File: src/rtl/addr_reg_stack.sv
// Address register with load, stride increment, signed offset add and a LIFO return stack.
// Define AR_RETSTACK_EN to build the return stack; without it CALL/RET act as HOLD.
module addr_reg_stack #(
    parameter int WIDTH  = 10,
    parameter int DEPTH  = 4,
    parameter int STRIDE = 1
) (
    input  logic                       clk,
    input  logic                       rst,
    input  logic [2:0]                 op,
    input  logic [WIDTH-1:0]           din,
    input  logic [WIDTH-1:0]           offset,
    output logic [WIDTH-1:0]           addr,
    output logic [$clog2(DEPTH+1)-1:0] depth,
    output logic                       empty,
    output logic                       full,
    output logic                       err
);

    localparam int DW = $clog2(DEPTH + 1);

    localparam logic [2:0] OP_HOLD   = 3'b000;
    localparam logic [2:0] OP_LOAD   = 3'b001;
    localparam logic [2:0] OP_INC    = 3'b010;
    localparam logic [2:0] OP_ADD    = 3'b011;
    localparam logic [2:0] OP_CALL   = 3'b100;
    localparam logic [2:0] OP_RET    = 3'b101;
    localparam logic [2:0] OP_CLRERR = 3'b110;

    localparam logic [WIDTH-1:0] STRIDE_W = WIDTH'(STRIDE);

    logic [WIDTH-1:0] addr_nxt;
    logic             err_nxt;

`ifdef AR_RETSTACK_EN
    localparam int IW = (DEPTH > 1) ? $clog2(DEPTH) : 1;

    logic [WIDTH-1:0] stack [DEPTH];
    logic [DW-1:0]    depth_q;
    logic [DW-1:0]    depth_nxt;
    logic             push_en;
    logic [IW-1:0]    push_idx;
    logic [IW-1:0]    top_idx;

    assign push_idx = IW'(depth_q);
    assign top_idx  = IW'(depth_q - DW'(1));

    always_comb begin
        addr_nxt  = addr;
        err_nxt   = err;
        depth_nxt = depth_q;
        push_en   = 1'b0;
        case (op)
            OP_LOAD:   addr_nxt = din;
            OP_INC:    addr_nxt = addr + STRIDE_W;
            OP_ADD:    addr_nxt = addr + offset;
            OP_CALL: begin
                if (full) begin
                    err_nxt = 1'b1;
                end else begin
                    push_en   = 1'b1;
                    addr_nxt  = din;
                    depth_nxt = depth_q + DW'(1);
                end
            end
            OP_RET: begin
                if (empty) begin
                    err_nxt = 1'b1;
                end else begin
                    addr_nxt  = stack[top_idx];
                    depth_nxt = depth_q - DW'(1);
                end
            end
            OP_CLRERR: err_nxt = 1'b0;
            default:   ;
        endcase
    end

    always_ff @(posedge clk) begin
        if (!rst) begin
            depth_q <= '0;
        end else begin
            depth_q <= depth_nxt;
        end
    end

    // Storage needs no reset: entries at or above depth are never read.
    always_ff @(posedge clk) begin
        if (rst && push_en) begin
            stack[push_idx] <= addr + STRIDE_W;
        end
    end

    assign depth = depth_q;
    assign empty = (depth_q == '0);
    assign full  = (depth_q == DW'(DEPTH));
`else
    always_comb begin
        addr_nxt = addr;
        err_nxt  = err;
        case (op)
            OP_LOAD:   addr_nxt = din;
            OP_INC:    addr_nxt = addr + STRIDE_W;
            OP_ADD:    addr_nxt = addr + offset;
            OP_CLRERR: err_nxt  = 1'b0;
            default:   ;
        endcase
    end

    assign depth = '0;
    assign empty = 1'b1;
    assign full  = 1'b0;
`endif

    always_ff @(posedge clk) begin
        if (!rst) begin
            addr <= '0;
            err  <= 1'b0;
        end else begin
            addr <= addr_nxt;
            err  <= err_nxt;
        end
    end

endmodule

File: config.mk
export PLATFORM = sky130hd
export DESIGN_NAME = addr_reg_stack
export DESIGN_NICKNAME = d
export VERILOG_FILES = /design/src/rtl/addr_reg_stack.sv
export SDC_FILE = /design/constraint.sdc
export NUM_CORES = 1
export LEC_CHECK = 0
export CELL_PAD_IN_SITES_DETAIL_PLACEMENT = 1
export CELL_PAD_IN_SITES_GLOBAL_PLACEMENT = 1
export CORE_UTILIZATION = 31
export CTS_BUF_LIST = sky130_fd_sc_hd__clkbuf_8
export CTS_CLUSTER_DIAMETER = 150
export DETAILED_ROUTE_END_ITERATION = 10
export PLACE_DENSITY = 0.82
export SYNTH_ARGS = -nofsm -noshare
export SYNTH_HDL_FRONTEND = slang
export SYNTH_SLANG_ARGS = --single-unit
File: constraint.sdc
create_clock -name clk -period 3.6 [get_ports clk]
set_input_delay 0.72 -clock clk [delete_from_list [all_inputs] [get_ports clk]]
set_output_delay 0.72 -clock clk [all_outputs]
set_load 0.1 [all_outputs]
## Yosys cells after proc, flatten, opt, wreduce, memory -nomap -nowiden

Index checks and enable logic that the tools add are counted.

- Flip-flop bits (word level): 10
- Input bits: 25
- Output and inout port bits: 16
- Logic and storage cells: 8

- Add/sub/neg operators: 2
- Equality and inequality tests: 3
- Muxes and demuxes: 1
- Reductions and logical operators: 1

Operators by type and width:

| kind | number |
|---|---|
| one-hot mux 10 bit (3 select lines) | 1 |
| adder 10 x 1 -> 10 bit, second input constant | 1 |
| adder 10 bit | 1 |
| equality test 3 x 2 -> 1 bit, second input constant | 2 |
| equality test 3 x 1 -> 1 bit, second input constant | 1 |
| nonzero test 3 bit | 1 |

## Longest topological paths before layout

- Word-level depth: 2
- Gate-level depth with buffers: 11
- Mapped depth without buffers: 9

## Worst setup path before layout

OpenSTA, ideal clock, no wires.

- Path kind: input to register
- Start point: input port op[1]
- End point: register addr[8]
- Library setup time: 0.123 ns
- Arrival: 2.657 ns
- Data required time: 3.477 ns
- Path slack: 0.820 ns
- Stages: 11
- Path buffers: 2
- Cells stage by stage: nor2b_1 -> buf_2 -> buf_2 -> nand3b_1 -> ha_1 -> fa_1 -> a21oi_1 -> o211ai_1 -> a221oi_2 -> xor2_1 -> a21oi_1

- Cells in the longest elaborated chain, start to end: 2
- Elaborated cells on any way between the ends: 5
- Those cells by class: 3 x eq/ne; 1 x mux; 1 x reduce/logical

Ends and longest elaborated chain:

| item | RTL line | source |
|---|---|---|
| start, declared | 10 | `input logic [2:0] op,` |
| equality test 3 x 2 -> 1 bit or equality test 3 x 1 -> 1 bit (tied branches) | 101 | `case (op)` |
| one-hot mux 10 bit (3 select lines) or nonzero test 3 bit (tied branches) | - |  |
| end signal, assigned | 120 | `addr <= addr_nxt;` |
| end, declared | 13 | `output logic [WIDTH-1:0] addr,` |

Several ways; a longest one is shown, not always the timed one.
A chain may end at the register's enable or synchronous reset.

## Worst setup path in the final report

Ends and elaborated chain as after synthesis.

==> impl_metrics.yaml <==
status:
  status: "complete, but fails checks"
  violations: "design-rule violations"
timing:
  tightestPinTransition_ns: 0.9742
  setup_tns_ns: 0
  setup_viol: 0
  fmax_ghz: 0.3183
  period_minus_slack_ns: 3.141
  fin_crit_sh_pct: 87.26
  rsz0062_at_grt: "no"
  max_slew_margin_pct: 34.85
  maxSlewViolCount: 0
  hold_violations: 0
  fin_skew_ns: 0.002746
setup_path:
  crit_path_end_kind: "flip-flop"
  path_class: "in2reg"
  crit_arrival_ns: 3.26
  worstPathRequired_ns: 3.72
  worstSetupStartpointType: "primary input"
  worstRegToRegCells: 7
  crit_top_cell: "a21oi_1"
  rr_endpoint: "addr[8]"
  r2r_setup_slack_ns: 1.54
  slowest_stage: "clkdlybuf4s50_1"
  r2r_start: "addr[0]"
  slowest_delay_ns: 0.56
  path_cells: "clkdlybuf4s50_1, nor2b_1, nand3b_1, ha_1, fa_1, a21oi_1, o211ai_1, a221oi_2, xor2_1, a21oi_1"
  path_max_fanout: 6
route:
  post_drt_wl_per_cell_um: 15.47
  drt-pass1-iter-count: 7
  ant_nets: 0
  vias: 1005
  drtIter0Drc: 25
  drc: 2
  drt_wl_total_mm: 2.877
  viasPerCell: 5.403
cells_and_area:
  final_cells: 186
  mostFrequentLayoutCells: "clkdlybuf4s50_1, nand2_1, dfxtp_1"
  layout-drive-gt1-share_pct: 9.032
  top_regs: "addr x10"
  regMostFlops: "addr"
  largest_register_ffs: 10
  area_growth_pct: 41.03
  nNetsFinal: 192
  n_antenna_cell: 0
  final_common_cell: "clkdlybuf4s50_1"
  nFillCells: 352
job:
  drv_cap: 0
cts:
  clkSinkCount: 10
  cts_resized: 0
  numCtsBuffers: 3
  tritoncts: "yes"
  clkLatencyLatePin_ns: 0.24
  hold_buffers: 0
  cts_setup_buffers: 0
  path_clk_slew_ns: 0.05
  htree_levels: 1
  clock-root-buffer: "clkbuf_8"
  cts_buffer_depth: 2
worst_hold_path:
  hp-start: "addr[0]"
  min-delay-path-class: "reg2reg"
  hold_path_depth: 2
  hold-path-endpoint: "addr[0]"
die:
  die_x_um: 57.93
  num_rows: 19
  dieArea_sq_um: 3356
  io_pins: 41
  chipHeight_um: 57.93
  start_util_pct: 33.99
  coreArea_sq_um: 2853
placement:
  place_congestion: 0.8098
  io_buffers: 34
  place_inst: 183
  dpl.hpwl_mm: 2.357
yosys:
  yosysWarnings: 0
  yosysTopAreaCell: "dfxtp_1"
  synth_top_area_share_pct: 20.65
  ys_ff_latch: 10
  synthTopCellsByArea: "dfxtp_1, ha_1, and3_1, nand2_1, a21oi_1"
  syn_inst: 121
  synth.yosys.seq_area_share_pct: 20.65
  netlist_area_sq_um: 969.7
  postSynthAreaPerCell_sq_um: 8.014
  yosysUniqueCellTypes: 39
power_and_ir_drop:
  irDropWorstVdd_uv: 165.3
  switchingPower_w: 0.0001962
  seq_power_share_pct: 27.9
  leakage_nw: 0.6065
  netSwitchingFraction_pct: 42.84
  intPower_w: 0.0002618
  p_per_area_nw_per_um2: 334.9
  power_frac_comb_pct: 46.1
  power_frac_clock_pct: 26.0
global_route:
  grt_pass1_vias: 1090
  grt_antenna_before_repair: 0
  grt_use_total_pct: 18.86
  grt_max_degree: 12
  gr-total-overflow: 0
  grt_first_pass_wirelength_mm: 4.885
-- worst max path at each step --
stage / from / end / slack, ns / cells past startpoint
floorplan: op[1] / addr[8] / 0.82 / 11
global placement: op[1] / addr[8] / 0.40 / 10
detailed placement: op[1] / addr[8] / 0.27 / 10
CTS: op[1] / addr[8] / 0.47 / 10
global route: op[1] / addr[8] / 0.27 / 10
finish: op[1] / addr[8] / 0.46 / 10
-- final cells by class --
cell class	count	area, sq um	share of cell area (%)
flip-flops and latches	10	200.2	14.64
multi-input cells	100	701.9	51.33
repair buffers	38	370.4	27.08
clock buffers	3	41.29	3.019
inverters	4	15.01	1.098
well taps	31	38.79	2.836
-- cell families (layout without fill, tap and decap cells) --
| group | Yosys count | after routing | synth area share (%) |
|---|---|---|---|
| simple gates | 42 | 42 | 22.71 |
| compound gates | 32 | 32 | 24.39 |
| buf+inv | 15 | 45 | 8.515 |
| fa+ha+maj | 10 | 10 | 13.68 |
| flops | 10 | 10 | 20.64 |
| xor+xnor | 8 | 8 | 7.226 |
| other cells | 2 | 6 | 0.7745 |
| mux | 2 | 2 | 2.065 |
-- power by group through the flow --
stage                     registers [W]  clock network, W  logic [W]
final                          0.000128          0.000119   0.000211
after CTS                      0.000128          0.000124   0.000212
after floorplan                0.000191                 0  0.0000915
after global placement         0.000130                 0   0.000206
after detailed placement       0.000130                 0   0.000211
after global routing           0.000129          0.000130   0.000224
-- stage by stage --
stage	utilization (%)	hold WS (ns)	setup slack, ns	area, sq um	power, W
global placement	46.49	0.5146	0.4044	1326	0.0003363
finish	47.94	0.5272	0.4586	1368	0.0004580
CTS	47.94	0.5307	0.4654	1368	0.0004638
detailed placement	46.49	0.5293	0.2700	1326	0.0003410
floorplan	-	0.8751	0.8199	984.7	0.0002830
global route	47.94	0.5431	0.2702	1368	0.0004824
-- critical path: cells and delay by family --
| family | cells | cell delay, ns |
|---|---|---|
| buf+inv | 1 | 0.56 |
| simple gates | 2 | 0.37 |
| compound gates | 4 | 0.80 |
| fa+ha+maj | 2 | 0.64 |
| xor+xnor | 1 | 0.18 |
-- layer usage --
layer	GRT usage, %	wire (um)
met5	0	0
met4	2.721	10
met3	4.464	157
met2	33.00	1448
met1	24.01	1260
-- synthesized netlist by cell type, drive strengths merged --
library cell  count
o21bai            1
nor3b             1
nand2b            2
conb              2
nand2            13
a211oi            1
o21ai             6
nor3              1
buf               9
dfxtp            10
o31ai             2
xor2              5
o311ai            1
nand4             1
and3              9
or4b              1
nand3b            1
mux2i             2
fa                1
a21boi            1
and2              1
o211a             1
a31oi             2
xnor2             3
inv               4
a311oi            1
o221a             1
nor2b             3
a221oi            1
and4              1
nor2              8
o211ai            4
a21oi            10
clkbuf            2
ha                9
No activity file was read; power rests on OpenSTA's default activity.
